### src/rtl/ifetch_axi_master.sv
// Instruction-fetch AXI4 read master: one single-beat read per PC value, CPU stalled until the word returns.
// Optional macro IFETCH_ERR_EN: adds fetch_err and substitutes a NOP for error responses.
module ifetch_axi_master #(
    parameter int              ID_W      = 4,
    parameter logic [ID_W-1:0] MASTER_ID = '0
) (
    input  logic            clk,
    input  logic            rst,
    input  logic            fetch_req,
    input  logic [31:0]     fetch_addr,
    input  logic            flush,
    output logic            fetch_stall,
    output logic [31:0]     inst,
    output logic            inst_valid,
`ifdef IFETCH_ERR_EN
    output logic            fetch_err,
`endif
    output logic [ID_W-1:0] ARID,
    output logic [31:0]     ARADDR,
    output logic [3:0]      ARLEN,
    output logic [2:0]      ARSIZE,
    output logic [1:0]      ARBURST,
    output logic            ARVALID,
    input  logic            ARREADY,
    input  logic [ID_W-1:0] RID,
    input  logic [31:0]     RDATA,
    input  logic [1:0]      RRESP,
    input  logic            RLAST,
    input  logic            RVALID,
    output logic            RREADY,
    output logic [1:0]      dbg_state
);

    // Handshakes: a transfer happens on a rising clk edge where VALID and READY
    // are both high; ARVALID stays up with a stable ARADDR until ARREADY.
    typedef enum logic [1:0] {
        IDLE = 2'd0,
        ADDR = 2'd1,
        DATA = 2'd2,
        DONE = 2'd3
    } state_t;

    localparam logic [31:0] NOP = 32'h0000_0013;

    state_t      state_q, state_d;
    logic [31:0] addr_q, addr_d;
    logic [31:0] inst_q, inst_d;
    logic        drop_q, drop_d;
`ifdef IFETCH_ERR_EN
    logic        err_q, err_d;
`endif

    always_ff @(posedge clk or posedge rst) begin
        if (rst) begin
            state_q <= IDLE;
            addr_q  <= '0;
            inst_q  <= '0;
            drop_q  <= 1'b0;
`ifdef IFETCH_ERR_EN
            err_q   <= 1'b0;
`endif
        end else begin
            state_q <= state_d;
            addr_q  <= addr_d;
            inst_q  <= inst_d;
            drop_q  <= drop_d;
`ifdef IFETCH_ERR_EN
            err_q   <= err_d;
`endif
        end
    end

    always_comb begin
        state_d = state_q;
        addr_d  = addr_q;
        inst_d  = inst_q;
        drop_d  = drop_q;
`ifdef IFETCH_ERR_EN
        err_d   = err_q;
`endif
        case (state_q)
            IDLE: begin
                if (fetch_req) begin
                    addr_d  = fetch_addr;
                    state_d = ADDR;
                end
            end
            ADDR: begin
                if (flush) drop_d = 1'b1;
                if (ARREADY) state_d = DATA;
            end
            DATA: begin
                if (flush) drop_d = 1'b1;
                if (RVALID && RLAST) begin
                    // A flush arriving with the data still kills that data.
                    if (drop_q || flush) begin
                        drop_d  = 1'b0;
                        state_d = IDLE;
                    end else begin
                        inst_d  = RDATA;
`ifdef IFETCH_ERR_EN
                        err_d   = (RRESP != 2'b00);
                        if (RRESP != 2'b00) inst_d = NOP;
`endif
                        state_d = DONE;
                    end
                end
            end
            DONE: begin
                state_d = IDLE;
            end
            default: state_d = IDLE;
        endcase
    end

    // Gated by rst so the PC is never frozen while the whole system is in reset.
    assign fetch_stall = ~rst & (((state_q == IDLE) & fetch_req) |
                                 (state_q == ADDR) | (state_q == DATA));
    assign inst        = inst_q;
    assign inst_valid  = (state_q == DONE) & ~flush;
`ifdef IFETCH_ERR_EN
    assign fetch_err   = (state_q == DONE) & ~flush & err_q;
`endif

    assign ARID      = MASTER_ID;
    assign ARADDR    = {addr_q[31:2], 2'b00};
    assign ARLEN     = 4'd0;
    assign ARSIZE    = 3'b010;
    assign ARBURST   = 2'b01;
    assign ARVALID   = (state_q == ADDR);
    assign RREADY    = (state_q == DATA);
    assign dbg_state = state_q;

    logic unused_inputs;
`ifdef IFETCH_ERR_EN
    assign unused_inputs = ^{RID, addr_q[1:0]};
`else
    assign unused_inputs = ^{RID, RRESP, addr_q[1:0]};
`endif

endmodule

### config.mk
export PLATFORM = sky130hd
export DESIGN_NAME = ifetch_axi_master
export DESIGN_NICKNAME = d
export VERILOG_FILES = /design/src/rtl/ifetch_axi_master.sv
export SDC_FILE = /design/constraint.sdc
export NUM_CORES = 1
export LEC_CHECK = 0
export CORE_AREA = 2 2 88 90
export CTS_CLUSTER_DIAMETER = 40
export DETAILED_ROUTE_END_ITERATION = 12
export DIE_AREA = 0 0 90 92
export GPL_TIMING_DRIVEN = 0
export PLACE_DENSITY = 0.81
export SYNTH_ARGS = -nofsm -noshare
export SYNTH_HDL_FRONTEND = slang
export SYNTH_SLANG_ARGS = --single-unit
### constraint.sdc
create_clock -name clk -period 3.6 [get_ports clk]
set_input_delay 0.54 -clock clk [delete_from_list [all_inputs] [get_ports clk]]
set_output_delay 0.54 -clock clk [all_outputs]
set_load 0.01 [all_outputs]
==> impl_metrics.yaml, run 1 <==
outcome:
  outcome: "complete, no violations"
logic_synthesis:
  synth_edf_count: 0
  async_flop_share_pct: 100
  syn_avg_cell_area_um2: 16.2
  syn_area_um2: 2830
  ys.flop_type: "dfrtp_1"
  syn_inst: 175
  seq_area_frac_synth_pct: 57.4
  ys_types: 22
  synth_warnings: 0
  synth_seq_cells: 65
pwr:
  p_per_area_nw_per_um2: 804
  power.leakage_nw: 2.04
  ir_worst_vdd_mv: 0.423
worst_setup_path:
  max_stage_delay_ns: 0.50
  cp-end-kind: "output pin"
  r2r_cells: 6
  worst_r2r_startpoint: "dbg_state[0]$_DFFE_PP0P_"
  cp-start-kind: "flip-flop"
  crit_start: "dbg_state[0]$_DFFE_PP0P_"
  cp_num_cells: 6
  endpoint: "fetch_stall"
  cp_cell_sequence: "inv_1 -> ha_1 -> nand2_1 -> clkbuf_1 -> a21oi_1 -> clkdlybuf4s50_1"
  path_buf_inv: 3
  cp_top_family: "buffers and inverters"
  slowest_stage: "clkdlybuf4s50_1"
  worstPathMaxFanout: 10
  crit_type: "flip-flop to output pin"
  timing.rr.end: "inst[25]$_DFFE_PP0P_"
  worst-r2r-setup-slack_ns: 1.49
  arrival_ns: 2.34
  critPathRequiredTime_ns: 3.06
cells_and_area:
  synthToLayoutAreaGrowth_pct: 61.6
  fin_nets: 418
  drive_above_1_share_pct: 29.0
  multiInputGateArea_um2: 1060
  diodes: 0
  register_area_um2: 1630
  fill_cells: 611
  post-route-util_pct: 61.5
  final_area_um2: 4580
clock_network:
  post_cts_buffers: 0
  htreeDepth: 3
  cts_sinks: 65
  cts.repair.resized: 0
  path_clk_slew_ns: 0.06
  numCtsBuffers: 9
  postCtsHoldBufs: 0
  clockBufferDepth: 2
  cts_tree: "yes"
  root_buffer: "clkbuf_8"
  clock_latency_ns: 0.33
sta:
  maxSlewViolCount: 0
  hold_violations: 0
  worstMarginPinSlew_ns: 0.540
  hold_slack_ns: 0.504
  finalSetupViolations: 0
  finalCritPeriodShare_pct: 79.9
  layout_min_cycle_time_ns: 2.88
  max_freq_mhz: 348
  clock_skew_ns: 0.00681
  finalSetupTns_ns: 0
  slew_headroom_pct: 64.0
  worst_slack_ns: 0.724
  rsz0062_at_grt: "false"
floorplanning:
  io_pins: 160
  die_y_um: 92
  die_area_um2: 8280
  die_x_um: 90
  rows: 32
  initial_utilization_pct: 38.1
  core_um2: 7450
grt:
  grt.total_usage_pct: 15.6
  grt_overflow: 0
  grt_pass1_wl_um: 10300
  grt_max_degree: 43
  antenna_found_initial: 0
  grt_pass1_vias: 2034
detailed_routing:
  drt_iter0_drc: 44
  viasPerCell: 4.36
  vias: 1930
  avgRoutedWirePerCell_um: 14.2
  drtPass1Iterations: 4
  drc: 0
  wl_um: 6280
  ant_nets: 0
flow_run:
  drv_cap: 0
hold_path:
  min_path_type: "flip-flop to flip-flop"
placed_design:
  hpwlAfterDp_um: 4720
  io_buffer_count: 136
  gp_congestion: 0.773
  place_area_um2: 4390
  pre_cts_slack_ns: 0.884
## cell type report
type                       instances  area share (%)
inverter                           3           0.246
buffer                            21            4.02
multi-input combinational         99            23.2
timing repair buffer             137            30.2
tap                              102            2.79
clock inverter                     3           0.874
clock buffer                      13            3.25
sequential                        65            35.5
## stage by stage
stage,power (mW),instances
2_1_floorplan,2.12,188
3_3_place_gp,3.06,426
3_5_place_dp,3.11,427
4_1_cts,3.73,443
5_1_grt,3.90,443
6_report,3.68,443
## power by group
group	switching, mW	internal (mW)
sequential	0.207	1.11
combinational	0.594	1.18
clock	0.265	0.338
total	1.07	2.62
## placed cells by master (no fill, tap or decap), drive strengths merged
cell | Yosys | layout
and2 | 1 | 1
conb | 2 | 15
buf | 19 | 20
clkinv | 0 | 2
a41oi | 1 | 1
inv | 3 | 3
a21oi | 2 | 2
nor2b | 3 | 3
a2bb2oi | 1 | 1
or3b | 1 | 1
ha | 5 | 5
bufinv | 0 | 1
a2111oi | 1 | 1
clkbuf | 2 | 15
dfrtp | 65 | 65
a211oi | 1 | 1
mux2 | 63 | 63
nor2 | 2 | 2
or2b | 1 | 1
clkdlybuf4s50 | 0 | 136
nand2 | 2 | 2
## metal layers
metal  track usage [%]  part of all wire [%]
met1              19.2                    41
met2              25.9                    51
met3              4.85                   6.9
met4              5.90                   1.8
met5                 0                     0
## kinds of logic after synthesis
logic type | count (synthesis) | share of synthesized area [%]
adders and majority gates | 5 | 2.21
other | 2 | 0.265
DFF | 65 | 57.4
buffers and inverters | 24 | 6.89
AOI/OAI and AO/OA | 6 | 1.55
and+or+nand+nor | 10 | 2.69
muxes | 63 | 29.0
## cells in the mapped netlist, types with 2 or more instances
| library cell | n | share of area (%) |
|---|---|---|
| mux2_4 | 30 | 16 |
| buf_4 | 15 | 4.0 |
| ha_1 | 5 | 2.2 |
| mux2_2 | 33 | 13 |
| a21oi_1 | 2 | 0.35 |
| buf_12 | 3 | 2.1 |
| nand2_1 | 2 | 0.26 |
| clkbuf_1 | 2 | 0.26 |
| inv_1 | 3 | 0.40 |
| dfrtp_1 | 65 | 57 |
| conb_1 | 2 | 0.26 |
| nor2b_1 | 3 | 0.66 |
## state kept, by name, indices dropped and copies added, names as in the netlist
signal / flops
inst: 32
addr_q: 30
dbg_state: 2
drop_q: 1
## worst min-delay path by stage
stage,endpoint,slack [ns],from,depth (start not counted)
after floorplan,drop_q$_DFFE_PP0P_,0.54,drop_q$_DFFE_PP0P_,2
after global placement,addr_q[3]$_DFFE_PP0P_,0.49,addr_q[3]$_DFFE_PP0P_,1
after detailed placement,addr_q[11]$_DFFE_PP0P_,0.49,addr_q[11]$_DFFE_PP0P_,1
after CTS,addr_q[11]$_DFFE_PP0P_,0.51,addr_q[11]$_DFFE_PP0P_,1
after global routing,addr_q[6]$_DFFE_PP0P_,0.52,addr_q[6]$_DFFE_PP0P_,1
final,addr_q[12]$_DFFE_PP0P_,0.50,addr_q[12]$_DFFE_PP0P_,1
Note: power is estimated with default switching activity, not from simulation.
==> inputs of run 2 (changes only) <==
--- a/config.mk
+++ b/config.mk
@@ -5,12 +5,12 @@
 export SDC_FILE = /design/constraint.sdc
 export NUM_CORES = 1
 export LEC_CHECK = 0
-export CORE_AREA = 2 2 88 90
+export CORE_AREA = 2 2 90 92
 export CTS_CLUSTER_DIAMETER = 40
 export DETAILED_ROUTE_END_ITERATION = 12
-export DIE_AREA = 0 0 90 92
+export DIE_AREA = 0 0 92 94
 export GPL_TIMING_DRIVEN = 0
-export PLACE_DENSITY = 0.81
+export PLACE_DENSITY = 0.78
 export SYNTH_ARGS = -nofsm -noshare
 export SYNTH_HDL_FRONTEND = slang
 export SYNTH_SLANG_ARGS = --single-unit
==> constraint.sdc (replaced) <==
create_clock -name clk -period 2.9 [get_ports clk]
set_input_delay 0.435 -clock clk [delete_from_list [all_inputs] [get_ports clk]]
set_output_delay 0.435 -clock clk [all_outputs]
set_load 0.01 [all_outputs]
==> impl_metrics.yaml, run 2 (synthesis gave the netlist of run 1 again) <==
clock_network:
  cts_tree: "yes"
  numCtsBuffers: 9
  cts_sinks: 65
  root_buffer: "clkbuf_8"
  clock_latency_ns: 0.33
  htreeDepth: 3
  postCtsHoldBufs: 0
  clockBufferDepth: 2
  post_cts_buffers: 0
  cts.repair.resized: 0
  path_clk_slew_ns: 0.07
cells_and_area:
  largest_reg_flops: 32
  diodes: 0
  final_cell_mix: "136 x clkdlybuf4s50_1, 65 x dfrtp_1, 33 x mux2_2"
  synthToLayoutAreaGrowth_pct: 60.3
  final_common_cell: "clkdlybuf4s50_1"
  fill_cells: 612
  final_area_um2: 4540
  fin_nets: 417
  drive_above_1_share_pct: 29.1
floorplanning:
  rows: 32
  die_y_um: 94
  die_x_um: 92
  core_um2: 7610
  initial_utilization_pct: 37.3
  io_pins: 160
  die_area_um2: 8650
grt:
  antenna_found_initial: 0
  grt_pass1_wl_um: 9940
  grt_max_degree: 38
  grt_pass1_vias: 2036
  grt_overflow: 0
  grt.total_usage_pct: 14.8
sta:
  worst_slack_ns: 0.301
  maxSlewViolCount: 0
  hold_violations: 0
  clock_skew_ns: 0.00709
  finalCritPeriodShare_pct: 89.6
  finalSetupViolations: 0
  worstMarginPinSlew_ns: 0.633
  rsz0062_at_grt: "false"
  slew_headroom_pct: 57.7
  max_freq_mhz: 385
  layout_min_cycle_time_ns: 2.60
pwr:
  p_per_area_nw_per_um2: 978
  ir_worst_vdd_mv: 0.465
  power_mw: 4.44
  power.leakage_nw: 2.02
detailed_routing:
  vias: 1914
  wl_um: 6220
  drc: 0
  viasPerCell: 4.33
  ant_nets: 0
  drtPass1Iterations: 3
  avgRoutedWirePerCell_um: 14.1
  drt_iter0_drc: 41
worst_setup_path:
  cp-start-kind: "flip-flop"
  arrival_ns: 2.16
  max_stage_delay_ns: 0.56
  slowest_stage: "clkdlybuf4s50_1"
  r2r_cells: 5
  worst_r2r_startpoint: "dbg_state[0]$_DFFE_PP0P_"
  worst-r2r-setup-slack_ns: 0.76
  cp_cell_sequence: "inv_1 -> ha_1 -> nand2_1 -> a21oi_1 -> clkdlybuf4s50_1"
  critPathRequiredTime_ns: 2.47
  worstPathMaxFanout: 13
  crit_type: "flip-flop to output pin"
  cp-end-kind: "output pin"
  timing.rr.end: "addr_q[20]$_DFFE_PP0P_"
hold_path:
  min_to: "addr_q[15]$_DFFE_PP0P_"
  min_path_type: "flip-flop to flip-flop"
  holdPathStages: 1
  min_from: "addr_q[15]$_DFFE_PP0P_"
placed_design:
  io_buffer_count: 136
  place_area_um2: 4390
  pre_cts_slack_ns: 0.382
  gp_congestion: 0.652
  hpwlAfterDp_um: 4690
outcome:
  outcome: "complete, no violations"
flow_run:
  drv_cap: 0
run 2: cell count changes in the layout (fill, tap and decap cells not counted):
cell       delta
bufinv_16     -1
clkinv_2      +2
clkbuf_1      -1
clkbuf_8      -1
run 2: worst max-delay path, delay by kind of cell (launching register included):
| family | cells | cell delay, ns |
|---|---|---|
| DFF | 1 | 0.43 |
| adders and majority gates | 1 | 0.17 |
| AOI/OAI and AO/OA | 1 | 0.23 |
| and+or+nand+nor | 1 | 0.30 |
| buffers and inverters | 2 | 0.69 |
run 2: metrics by stage:
step                      instances  util (%)  hold slack, ns  setup TNS, ns
after global routing            442      59.7           0.515              0
final                           442      59.7           0.505              0
after CTS                       443      59.8           0.508              0
after global placement          426      57.5           0.487         -22.54
after detailed placement        427      57.7           0.492              0
after floorplan                 188         -           0.541              0
run 2: worst max path at each step:
stage,end,slack (ns),cells after the start,start
floorplan,addr_q[10]$_DFFE_PP0P_,0.84,1,rst
global placement,inst[28]$_DFFE_PP0P_,-0.35,2,rst
detailed placement,fetch_stall,0.38,5,fetch_req
CTS,fetch_stall,0.11,6,dbg_state[0]$_DFFE_PP0P_
global route,fetch_stall,0.11,5,dbg_state[0]$_DFFE_PP0P_
finish,fetch_stall,0.30,5,dbg_state[0]$_DFFE_PP0P_
run 2: final cells by class:
type	count	area [µm²]	share of cell area (%)
flip-flops and latches	65	1630	35.8
repair buffers	137	1380	30.4
clock buffers	12	135	2.97
multi-input cells	99	1060	23.4
plain buffers	20	180	3.97
inverters	3	11.3	0.248
clock inverters	4	20.0	0.441
well taps	102	128	2.81
run 2: layer usage:
metal / wire length, µm / track usage [%]
met5: 0 / 0
met4: 93 / 5.60
met3: 588 / 5.86
met2: 2840 / 23.0
met1: 2700 / 18.7
run 2: report_power, final:
group	switching, mW	internal [mW]
Clock	0.324	0.305
Combinational	0.736	1.46
Sequential	0.248	1.37
